==> src/rtl/control_sequencer.sv <==
// control_sequencer: multi-cycle instruction sequencer.
// Fetches a 16-bit instruction over a req/ack handshake, decodes it, runs an
// optional data-memory access and commits exactly one PC update per
// instruction. Outputs are decoded from the state and instruction registers;
// the branch condition flags are looked at only while committing.
module control_sequencer #(
    parameter int ACK_TIMEOUT = 15
) (
    input  logic        clk_main,
    input  logic        reset,
    input  logic        run,
    input  logic [15:0] instr,
    input  logic        imem_ack,
    input  logic        dmem_ack,
    input  logic        Z,
    input  logic        N,
    output logic        imem_req,
    output logic        dmem_req,
    output logic        dmem_we,
    output logic [1:0]  PS,
    output logic [5:0]  A,
    output logic [3:0]  SA,
    output logic [3:0]  SB,
    output logic [3:0]  DR,
    output logic        RW,
    output logic        busy,
    output logic        halted,
    output logic        illegal,
    output logic        fault
);

    // Opcode encodings (IR[15:12]); 8..F are undefined.
    localparam logic [3:0] OP_NOP = 4'h0;
    localparam logic [3:0] OP_ALU = 4'h1;
    localparam logic [3:0] OP_LD  = 4'h2;
    localparam logic [3:0] OP_ST  = 4'h3;
    localparam logic [3:0] OP_BRZ = 4'h4;
    localparam logic [3:0] OP_BRN = 4'h5;
    localparam logic [3:0] OP_JMP = 4'h6;
    localparam logic [3:0] OP_HLT = 4'h7;

    // Watchdog counter sizing. The counter expires on the cycle in which it
    // holds ACK_TIMEOUT-1, i.e. after ACK_TIMEOUT cycles of waiting.
    localparam int CW      = (ACK_TIMEOUT < 2) ? 1 : $clog2(ACK_TIMEOUT + 1);
    localparam int LIMIT_I = (ACK_TIMEOUT > 0) ? (ACK_TIMEOUT - 1) : 0;
    localparam logic [CW-1:0] LIMIT = LIMIT_I[CW-1:0];
    localparam bit WD_EN = (ACK_TIMEOUT != 0);

    typedef enum logic [2:0] {
        ST_IDLE   = 3'd0,
        ST_FETCH  = 3'd1,
        ST_DECODE = 3'd2,
        ST_MEM    = 3'd3,
        ST_COMMIT = 3'd4,
        ST_HALT   = 3'd5
    } state_t;

    state_t          state_r;
    state_t          next_state_s;
    logic [15:0]     ir_r;
    logic [CW-1:0]   wait_cnt_r;
    logic [3:0]      opcode_s;
    logic            wd_expire_s;
    logic            timeout_s;

    assign opcode_s    = ir_r[15:12];
    assign wd_expire_s = WD_EN && (wait_cnt_r == LIMIT);

    // State register: the only way out of HALT is the asynchronous reset.
    always_ff @(posedge clk_main or negedge reset) begin
        if (!reset) begin
            state_r <= ST_IDLE;
        end else begin
            state_r <= next_state_s;
        end
    end

    // Next-state logic; an ack arriving on the expiry cycle takes priority.
    always_comb begin
        next_state_s = state_r;
        timeout_s    = 1'b0;
        case (state_r)
            ST_IDLE: begin
                if (run) begin
                    next_state_s = ST_FETCH;
                end else begin
                    next_state_s = ST_IDLE;
                end
            end
            ST_FETCH: begin
                if (imem_ack) begin
                    next_state_s = ST_DECODE;
                end else if (wd_expire_s) begin
                    next_state_s = ST_HALT;
                    timeout_s    = 1'b1;
                end else begin
                    next_state_s = ST_FETCH;
                end
            end
            ST_DECODE: begin
                case (opcode_s)
                    OP_HLT:  next_state_s = ST_HALT;
                    OP_LD:   next_state_s = ST_MEM;
                    OP_ST:   next_state_s = ST_MEM;
                    default: next_state_s = ST_COMMIT;
                endcase
            end
            ST_MEM: begin
                if (dmem_ack) begin
                    next_state_s = ST_COMMIT;
                end else if (wd_expire_s) begin
                    next_state_s = ST_HALT;
                    timeout_s    = 1'b1;
                end else begin
                    next_state_s = ST_MEM;
                end
            end
            ST_COMMIT: begin
                if (run) begin
                    next_state_s = ST_FETCH;
                end else begin
                    next_state_s = ST_IDLE;
                end
            end
            ST_HALT: next_state_s = ST_HALT;
            default: next_state_s = ST_IDLE;
        endcase
    end

    // Instruction register: captured on the accepted fetch.
    always_ff @(posedge clk_main or negedge reset) begin
        if (!reset) begin
            ir_r <= 16'h0000;
        end else if ((state_r == ST_FETCH) && imem_ack) begin
            ir_r <= instr;
        end
    end

    // Wait counter: counts unacknowledged request cycles, idles at zero so
    // every FETCH/MEM entry starts from a cleared count.
    always_ff @(posedge clk_main or negedge reset) begin
        if (!reset) begin
            wait_cnt_r <= {CW{1'b0}};
        end else if (((state_r == ST_FETCH) && !imem_ack) ||
                     ((state_r == ST_MEM) && !dmem_ack)) begin
            wait_cnt_r <= wait_cnt_r + {{(CW-1){1'b0}}, 1'b1};
        end else begin
            wait_cnt_r <= {CW{1'b0}};
        end
    end

    // Sticky status: undefined opcode seen in DECODE, or handshake timeout.
    always_ff @(posedge clk_main or negedge reset) begin
        if (!reset) begin
            illegal <= 1'b0;
            fault   <= 1'b0;
        end else begin
            if ((state_r == ST_DECODE) && opcode_s[3]) begin
                illegal <= 1'b1;
            end
            if (timeout_s) begin
                fault <= 1'b1;
            end
        end
    end

    // Output decode: PS and RW can only be non-zero in COMMIT, which gives
    // exactly one PC update per instruction and none on HLT.
    always_comb begin
        imem_req = 1'b0;
        dmem_req = 1'b0;
        dmem_we  = 1'b0;
        PS       = 2'b00;
        RW       = 1'b0;
        A        = ir_r[5:0];
        SA       = ir_r[7:4];
        SB       = ir_r[3:0];
        DR       = ir_r[11:8];
        busy     = (state_r != ST_IDLE) && (state_r != ST_HALT);
        halted   = (state_r == ST_HALT);
        case (state_r)
            ST_FETCH: imem_req = 1'b1;
            ST_MEM: begin
                dmem_req = 1'b1;
                dmem_we  = (opcode_s == OP_ST);
            end
            ST_COMMIT: begin
                case (opcode_s)
                    OP_ALU: begin
                        PS = 2'b01;
                        RW = 1'b1;
                    end
                    OP_LD: begin
                        PS = 2'b01;
                        RW = 1'b1;
                    end
                    OP_BRZ:  PS = Z ? 2'b10 : 2'b01;
                    OP_BRN:  PS = N ? 2'b10 : 2'b01;
                    OP_JMP:  PS = 2'b11;
                    OP_NOP:  PS = 2'b01;
                    default: PS = 2'b01;
                endcase
            end
            ST_IDLE:   PS = 2'b00;
            ST_DECODE: PS = 2'b00;
            ST_HALT:   PS = 2'b00;
            default:   PS = 2'b00;
        endcase
    end

endmodule

==> config.mk <==
export PLATFORM = sky130hd
export DESIGN_NAME = control_sequencer
export DESIGN_NICKNAME = d
export VERILOG_FILES = /design/src/rtl/control_sequencer.sv
export SDC_FILE = /design/constraint.sdc
export NUM_CORES = 1
export LEC_CHECK = 0
export ABC_AREA = 0
export CAP_MARGIN = 20
export CORE_AREA = 2 2 42 82
export DETAILED_ROUTE_END_ITERATION = 10
export DIE_AREA = 0 0 44 84
export GPL_ROUTABILITY_DRIVEN = 0
export PLACE_DENSITY = 0.83
export SLEW_MARGIN = 20
export SYNTH_ARGS = -nofsm -noshare
export SYNTH_HDL_FRONTEND = slang
export SYNTH_SLANG_ARGS = --single-unit
==> constraint.sdc <==
create_clock -name clk_main -period 2.2 [get_ports clk_main]
set_clock_uncertainty 0.05 [all_clocks]
set_input_delay 0.22 -clock clk_main [delete_from_list [all_inputs] [get_ports clk_main]]
set_output_delay 0.22 -clock clk_main [all_outputs]
set_load 0.005 [all_outputs]
==> results.txt, run 1 <==
----------------------------------------------------
[Run status]
  Result of the run ... finished, final reports clean

[Layout]
  Area Overhead vs Synth ... 30.3%
  Ant diodes ... 0
  NumNets Final ... 172
  Fraction of final layout cells sized beyond drive strength 1 ... 0.226
  Final core area utilization ... 0.578

[Synthesis]
  Leading cell type by number of instances after synthesis ... dfrtp_1
  Syn_nets ... 140
  Number of synthesized register bits ... 25
  Synth top area cells ... dfrtp_1 (45%), buf_4 (9.8%), mux2_4 (9.8%)
  Number of cells produced by synthesis ... 115
  Share of the yosys chip area belonging to registers ... 0.452
  Most numerous cell types in the synthesized netlist ... dfrtp_1 (25), buf_4 (18), mux2_4 (9), mux2_2 (8), nor2_1 (8)
  Most frequently used flop master after synthesis ... dfrtp_1
  Avg Cell Area, Syn ... 12.0 um^2
  Number of enable-type register cells in the synthesized netlist ... 0
  Leading area contributor after synthesis ... dfrtp_1
  Fraction of synthesis flops using an asynchronous set or reset pin ... 1.00
  Portion of synthesized cell area occupied by the leading cell type ... 0.452
  Count of cell types in the netlist ... 37
  Synth Cell Area ... 1390 um^2
  Ys Warns ... 0

[Power and ir drop]
  Cell internal pwr ... 1.58 mW
  Clock network fraction of total power ... 0.118
  Comb power frac ... 0.491
  Sequential cell fraction of total power ... 0.391
  Switching power ... 739 uW
  Sw Ratio ... 0.318
  Peak supply drop ... 0.000572 V
  Power per standard cell area ... 1290 nW/um^2
  Pleak ... 0.754 nW

[Die]
  Height of the die ... 84 um
  Die Span X ... 44 um
  Die Outline Area ... 3700 um^2
  Core ar. ... 3120 um^2
  Starting utilization of the core area ... 0.444
  Num ports ... 51
  Cell Rows ... 29

[Clock network]
  Clock tree from TritonCTS ... built
  Clock network latency to the later pin of the worst-skew pair ... 0.27 ns
  CTS Buffer Depth ... 2
  CTS buffer count ... 3
  # clock sinks ... 25
  H-tree levels ... 1
  Clock-pin slew on the worst setup and hold paths ... 0.09 ns
  Clock root buffer ... clkbuf_8

[STA]
  Transition at the pin with the smallest max-transition slack ... 0.399 ns
  Final Hold Slack ... 0.261 ns
  Number of pins with negative max-slew slack in the final report ... 0
  Final setup slack of the worst path ... 0.0693 ns
  Worst max-slew margin expressed relative to the limit ... 0.731
  Highest attainable clock frequency ... 469 MHz
  Number of failing setup endpoints in the final timing report ... 0
  Clock period minus worst slack ... 2.13 ns
  Final Hold Viols ... 0
  Crit share post-route ... 0.969

[Critical path]
  Crit path max-delay cell type ... clkdlybuf4s50_1
  Worst-path maximum fanout ... 7
  Critical path arrival ... 1.86 ns
  Crit path launch type ... flip-flop
  Register-to-register path setup slack ... 0.58 ns
  Startpoint of the lowest-slack register-to-register path ... state_r[2]
  Cell breakdown of the critical path ... inv_1 -> nand3_1 -> nor4b_2 -> clkdlybuf4s50_1
  Data required, critical path ... 1.93 ns
  Crit Path Category ... reg -> out
  End of the worst register-to-register path ... ir_r[4]
  Crit path largest cell delay ... 0.55 ns
  Worst setup EP type ... output pin
  Number of cells on the worst reg-to-reg path ... 3

[Route]
  Count of antenna-violating nets left after detailed routing ... 0
  Vias per inst ... 5.34
  Overall routed net length ... 2750 um
  Total number of vias ... 945
  Total iterations of the first detailed-routing run ... 4
  1st-iter DRT viols ... 12
  Detailed-route wire length per cell ... 15.5 um
  DRC violations left ... 0

[Global routing]
  Wire length of the first global-routing pass ... 4620 um
  Via count of the first global-routing pass ... 1,062
  Largest net degree at the start of global routing ... 26
  Global route total overflow ... 0
  Overall global routing resource usage ... 0.167
  Antenna violations before repair ... 0

[Job]
  Count of maximum capacitance violations ... 0

[Placed design]
  Port Buf Inserts ... 50
  Place WS ... 0.161 ns
  Placed wire-length estimate after detailed placement ... 2150 um

[Min path]
  Class of the most critical hold timing path ... in -> async

----------------------------------------------------
[cell usage in the layout (no fill, tap or decap), drive strengths merged, types with 3 or more instances in the layout]
cell type / count
nor4b: 3
xnor2: 3
inv: 4
clkbuf: 3
nor2: 8
dfrtp: 25
nand3: 3
mux2: 17
clkdlybuf4s50: 49
[flip-flops by register name, summed over array words and instances, names as in the netlist]
| name | flops |
|---|---|
| state_r | 3 |
| illegal | 1 |
| ir_r | 16 |
| wait_cnt_r | 4 |
| fault | 1 |
[layer usage]
metal  up-vias  GRT usage  wire length (um)
met1       464      0.173               924
li1        435          -                 -
met4         0     0.0909               100
met5         -          0                 0
met2        36      0.295              1580
met3        10     0.0281               148
[cell families after synthesis]
| logic type | count (synthesis) | share of synthesized area |
|---|---|---|
| and+or+nand+nor | 28 | 0.126 |
| adders and majority gates | 2 | 0.0181 |
| buffers and inverters | 28 | 0.154 |
| DFF | 25 | 0.452 |
| AOI/OAI and AO/OA | 9 | 0.0479 |
| xor gates and xnor gates | 4 | 0.0253 |
| muxes | 19 | 0.177 |
[worst max-delay path: cells and delay by family, from the launching register on]
family	cells	cell delay, ns
buffers and inverters	2	0.68
AND/OR/NAND/NOR	2	0.44
flip-flops	1	0.47
[area by class of cell]
cell class	count	area, um^2
Clock buffer	3	41.3
Multi-Input combinational cell	62	559
Clock inverter	1	7.51
Fill cell	274	1320
Tap cell	31	38.8
Sequential cell	25	632
Timing Repair Buffer	51	510
Inverter	4	15.0
[worst max path at each step]
stage | start | slack (ns) | cells past startpoint | endpoint
5_1_grt | state_r[1] | -0.02 | 4 | PS[1]
3_3_place_gp | N | 0.18 | 5 | PS[1]
4_1_cts | ir_r[12] | 0.02 | 4 | PS[1]
2_1_floorplan | state_r[1] | 0.68 | 5 | ir_r[10]
3_5_place_dp | N | 0.16 | 5 | PS[1]
6_report | state_r[1] | 0.07 | 4 | PS[1]
[power by group through the flow]
stage | Combinational (mW) | Clock (mW) | Sequential, mW
after floorplan | 0.936 | 0 | 0.786
after global placement | 1.10 | 0 | 0.877
after detailed placement | 1.14 | 0 | 0.905
after CTS | 1.15 | 0.288 | 0.901
after global routing | 1.22 | 0.308 | 0.948
final | 1.14 | 0.275 | 0.908
[stage by stage]
stage | instances | power [mW] | TNS [ns] | instance area (um^2)
after CTS | 177 | 2.34 | 0 | 1790
after global placement | 173 | 1.98 | 0 | 1730
final | 177 | 2.32 | 0 | 1800
after detailed placement | 173 | 2.04 | 0 | 1730
after global routing | 177 | 2.47 | -0.0208 | 1800
after floorplan | 115 | 1.72 | 0 | 1390
[what timing repair did]
action / 4_1_cts / 5_1_grt
resized for setup: 2 / 7
setup buffers: 0 / 0
hold buffers: 0 / 0
endpoints found under the setup margin: 1 / 3
(Power assumes the default switching activity.)
==> run 2: changes to the inputs <==
--- a/config.mk
+++ b/config.mk
@@ -11,7 +11,9 @@
 export DETAILED_ROUTE_END_ITERATION = 10
 export DIE_AREA = 0 0 44 84
 export GPL_ROUTABILITY_DRIVEN = 0
+export GPL_TIMING_DRIVEN = 0
 export PLACE_DENSITY = 0.83
+export SETUP_SLACK_MARGIN = 0.1
 export SLEW_MARGIN = 20
 export SYNTH_ARGS = -nofsm -noshare
 export SYNTH_HDL_FRONTEND = slang
==> run 2 against run 1 <==
  * Clock power fell by 3%
  * Sequential share of layout area fell by 4.1 points
  * Global-route usage up 1.5 points
  * Non-clock buffer count grew 26
  * Via count up 9.2%
  * Design area rose by 12%
  * Wire length is 11% higher
  * Critical path type unchanged
  * Die area stayed put
  * Flip-flop and latch count is the same
  * Highest routed layer unchanged
  * Register-to-register slack worse by 0.03 ns
  * Largest cell class is now buffers
  * Critical path depth increased by 1
  * First-iteration DRC count increased by 33%
==> results.txt, run 2 (synthesized netlist as in run 1, its figures left out) <==
----------------------------------------------------
[Global routing]
  Via count of the first global-routing pass ... 1,078 (+1.5%)
  Wire length of the first global-routing pass ... 5060 um (+9.4%)
  Global route total overflow ... 0 (unchanged)
  Antenna violations before repair ... 0 (unchanged)
  Largest net degree at the start of global routing ... 26 (unchanged)
  Overall global routing resource usage ... 0.182 (+0.0154)

[Clock network]
  H-tree levels ... 1 (unchanged)
  CTS buffer count ... 3 (unchanged)
  Clock network latency to the later pin of the worst-skew pair ... 0.27 ns (about the same)
  CTS Buffer Depth ... 2 (unchanged)
  # clock sinks ... 25 (unchanged)
  Clock-pin slew on the worst setup and hold paths ... 0.08 ns (about the same)
  Clock tree from TritonCTS ... built
  Clock root buffer ... clkbuf_8

[Route]
  1st-iter DRT viols ... 16 (+4)
  Vias per inst ... 5.08 (-4.8%)
  Overall routed net length ... 3050 um (+11%)
  DRC violations left ... 0 (unchanged)
  Total iterations of the first detailed-routing run ... 4 (unchanged)
  Count of antenna-violating nets left after detailed routing ... 0 (unchanged)
  Total number of vias ... 1,032 (+9.2%)
  Detailed-route wire length per cell ... 15.0 um (-3.4%)

[Layout]
  Leading cell types in the layout, fill and taps excluded ... clkdlybuf4s50_1 (46), dfrtp_1 (24), buf_4 (20)
  NumNets Final ... 198 (+15%)
  Filler cell count in the final layout ... 257 (-6.2%)
  Sequential Area ... 627 um^2 (-0.79%)
  Total area of multi-input combinational cells ... 567 um^2 (+1.3%)
  Ant diodes ... 0 (unchanged)
  Area Overhead vs Synth ... 46.3%
  Register with the highest flop count ... ir_r
  Post-route insts no fill ... 203 (+15%)
  Fraction of final layout cells sized beyond drive strength 1 ... 0.331 (+0.105)
  Max FFs per register ... 16 (unchanged)
  Most common cell after layout, fill and taps aside ... clkdlybuf4s50_1
  Biggest regs ... ir_r (16), wait_cnt_r (4), state_r (3)

[Job]
  Count of maximum capacitance violations ... 0 (unchanged)

[Critical path]
  Critical path arrival ... 1.72 ns (-0.14 ns)
  Crit path launch type ... flip-flop
  Data required, critical path ... 1.93 ns (about the same)
  Worst-path maximum fanout ... 10 (+3)
  Worst setup EP type ... output pin
  Crit Path Category ... reg -> out

[Die]
  Starting utilization of the core area ... 0.444 (unchanged)
  Num ports ... 51 (unchanged)
  Cell Rows ... 29 (unchanged)
  Height of the die ... 84 um (unchanged)
  Die Span X ... 44 um (unchanged)
  Core ar. ... 3120 um^2 (unchanged)
  Die Outline Area ... 3700 um^2 (unchanged)

[Placed design]
  Place WS ... 0.153 ns (-0.00803 ns)
  Port Buf Inserts ... 50 (unchanged)
  Post-placement cell count ... 196 (+13%)
  Placed wire-length estimate after detailed placement ... 2380 um (+10%)

[Power and ir drop]
  Power per standard cell area ... 1330 nW/um^2 (+3.3%)
  Pleak ... 0.921 nW (+22%)
  Peak supply drop ... 0.000612 V (+7.0%)
  Power consumption ... 2.69 mW (+16%)

[STA]
  Highest attainable clock frequency ... 503 MHz (+7.1%)
  Worst max-slew margin expressed relative to the limit ... 0.627 (-0.103)
  Final setup slack of the worst path ... 0.211 ns (+0.142 ns)
  RSZ-0062 raised after global routing ... false
  Number of failing setup endpoints in the final timing report ... 0 (unchanged)
  Crit share post-route ... 0.904 (-0.0645)
  Number of pins with negative max-slew slack in the final report ... 0 (unchanged)
  Final Hold Viols ... 0 (unchanged)
  Clock period minus worst slack ... 1.99 ns (-0.142 ns)
  Transition at the pin with the smallest max-transition slack ... 0.559 ns (+0.161 ns)
  Setup TNS ... 0 ns (unchanged)

[Min path]
  Class of the most critical hold timing path ... reg -> reg

[Run status]
  Result of the run ... finished, final reports clean

----------------------------------------------------
-- run 2: final cells by class --
cell class | instances | area share
timing repair buffer | 53 | 0.259
clock inverter | 1 | 0.00247
inverter | 4 | 0.00741
sequential | 25 | 0.309
buffer | 24 | 0.103
tap | 31 | 0.0191
clock buffer | 3 | 0.0204
multi-input combinational | 62 | 0.280
-- run 2: path summary, 6_finish.rpt --
kind	startpoint	endpoint	slack, ns	depth (start not counted)
worst min-delay path	fault	fault	0.42	2
max in group asynchronous	reset	state_r[1]	1.27	2
min in group asynchronous	reset	state_r[2]	0.43	2
worst max-delay path	state_r[2]	dmem_req	0.21	5
worst max register to register	state_r[2]	ir_r[8]	0.55	6
worst min register to register	fault	fault	0.42	2
-- run 2: what timing repair did --
item | CTS | global route
hold buffers | 0 | 1
endpoints found under the hold margin | 0 | 25
pin swaps | 1 | 0
setup endpoints to repair | 4 | 2
gates resized for setup | 9 | 3
buffers inserted | 2 | 0
-- run 2: metrics by stage --
step / util / hold slack (ns) / area [um^2]
final: 0.649 / 0.418 / 2030
after global routing: 0.649 / 0.458 / 2030
after CTS: 0.646 / 0.425 / 2010
after detailed placement: 0.617 / 0.403 / 1920
after global placement: 0.617 / 0.397 / 1920
after floorplan: - / -0.126 / 1390
-- run 2: per-layer routing --
metal	wire length, um	track usage
met1	1070	0.207
met2	1700	0.306
met3	153	0.0260
met4	119	0.105
met5	0	0
-- run 2: where the power goes --
part,leakage [nW],internal [mW],switching (mW)
Sequential,0.300,0.657,0.165
Clock,0.0255,0.127,0.142
Combinational,0.595,1.09,0.512
Total,0.921,1.88,0.818
-- run 2: critical path: stages (launching register included) --
cell and delay, ns:
dfrtp_1 0.40, clkbuf_8 0.17, nand2b_1 0.17, nor2_2 0.13, buf_4 0.11, clkdlybuf4s50_1 0.49
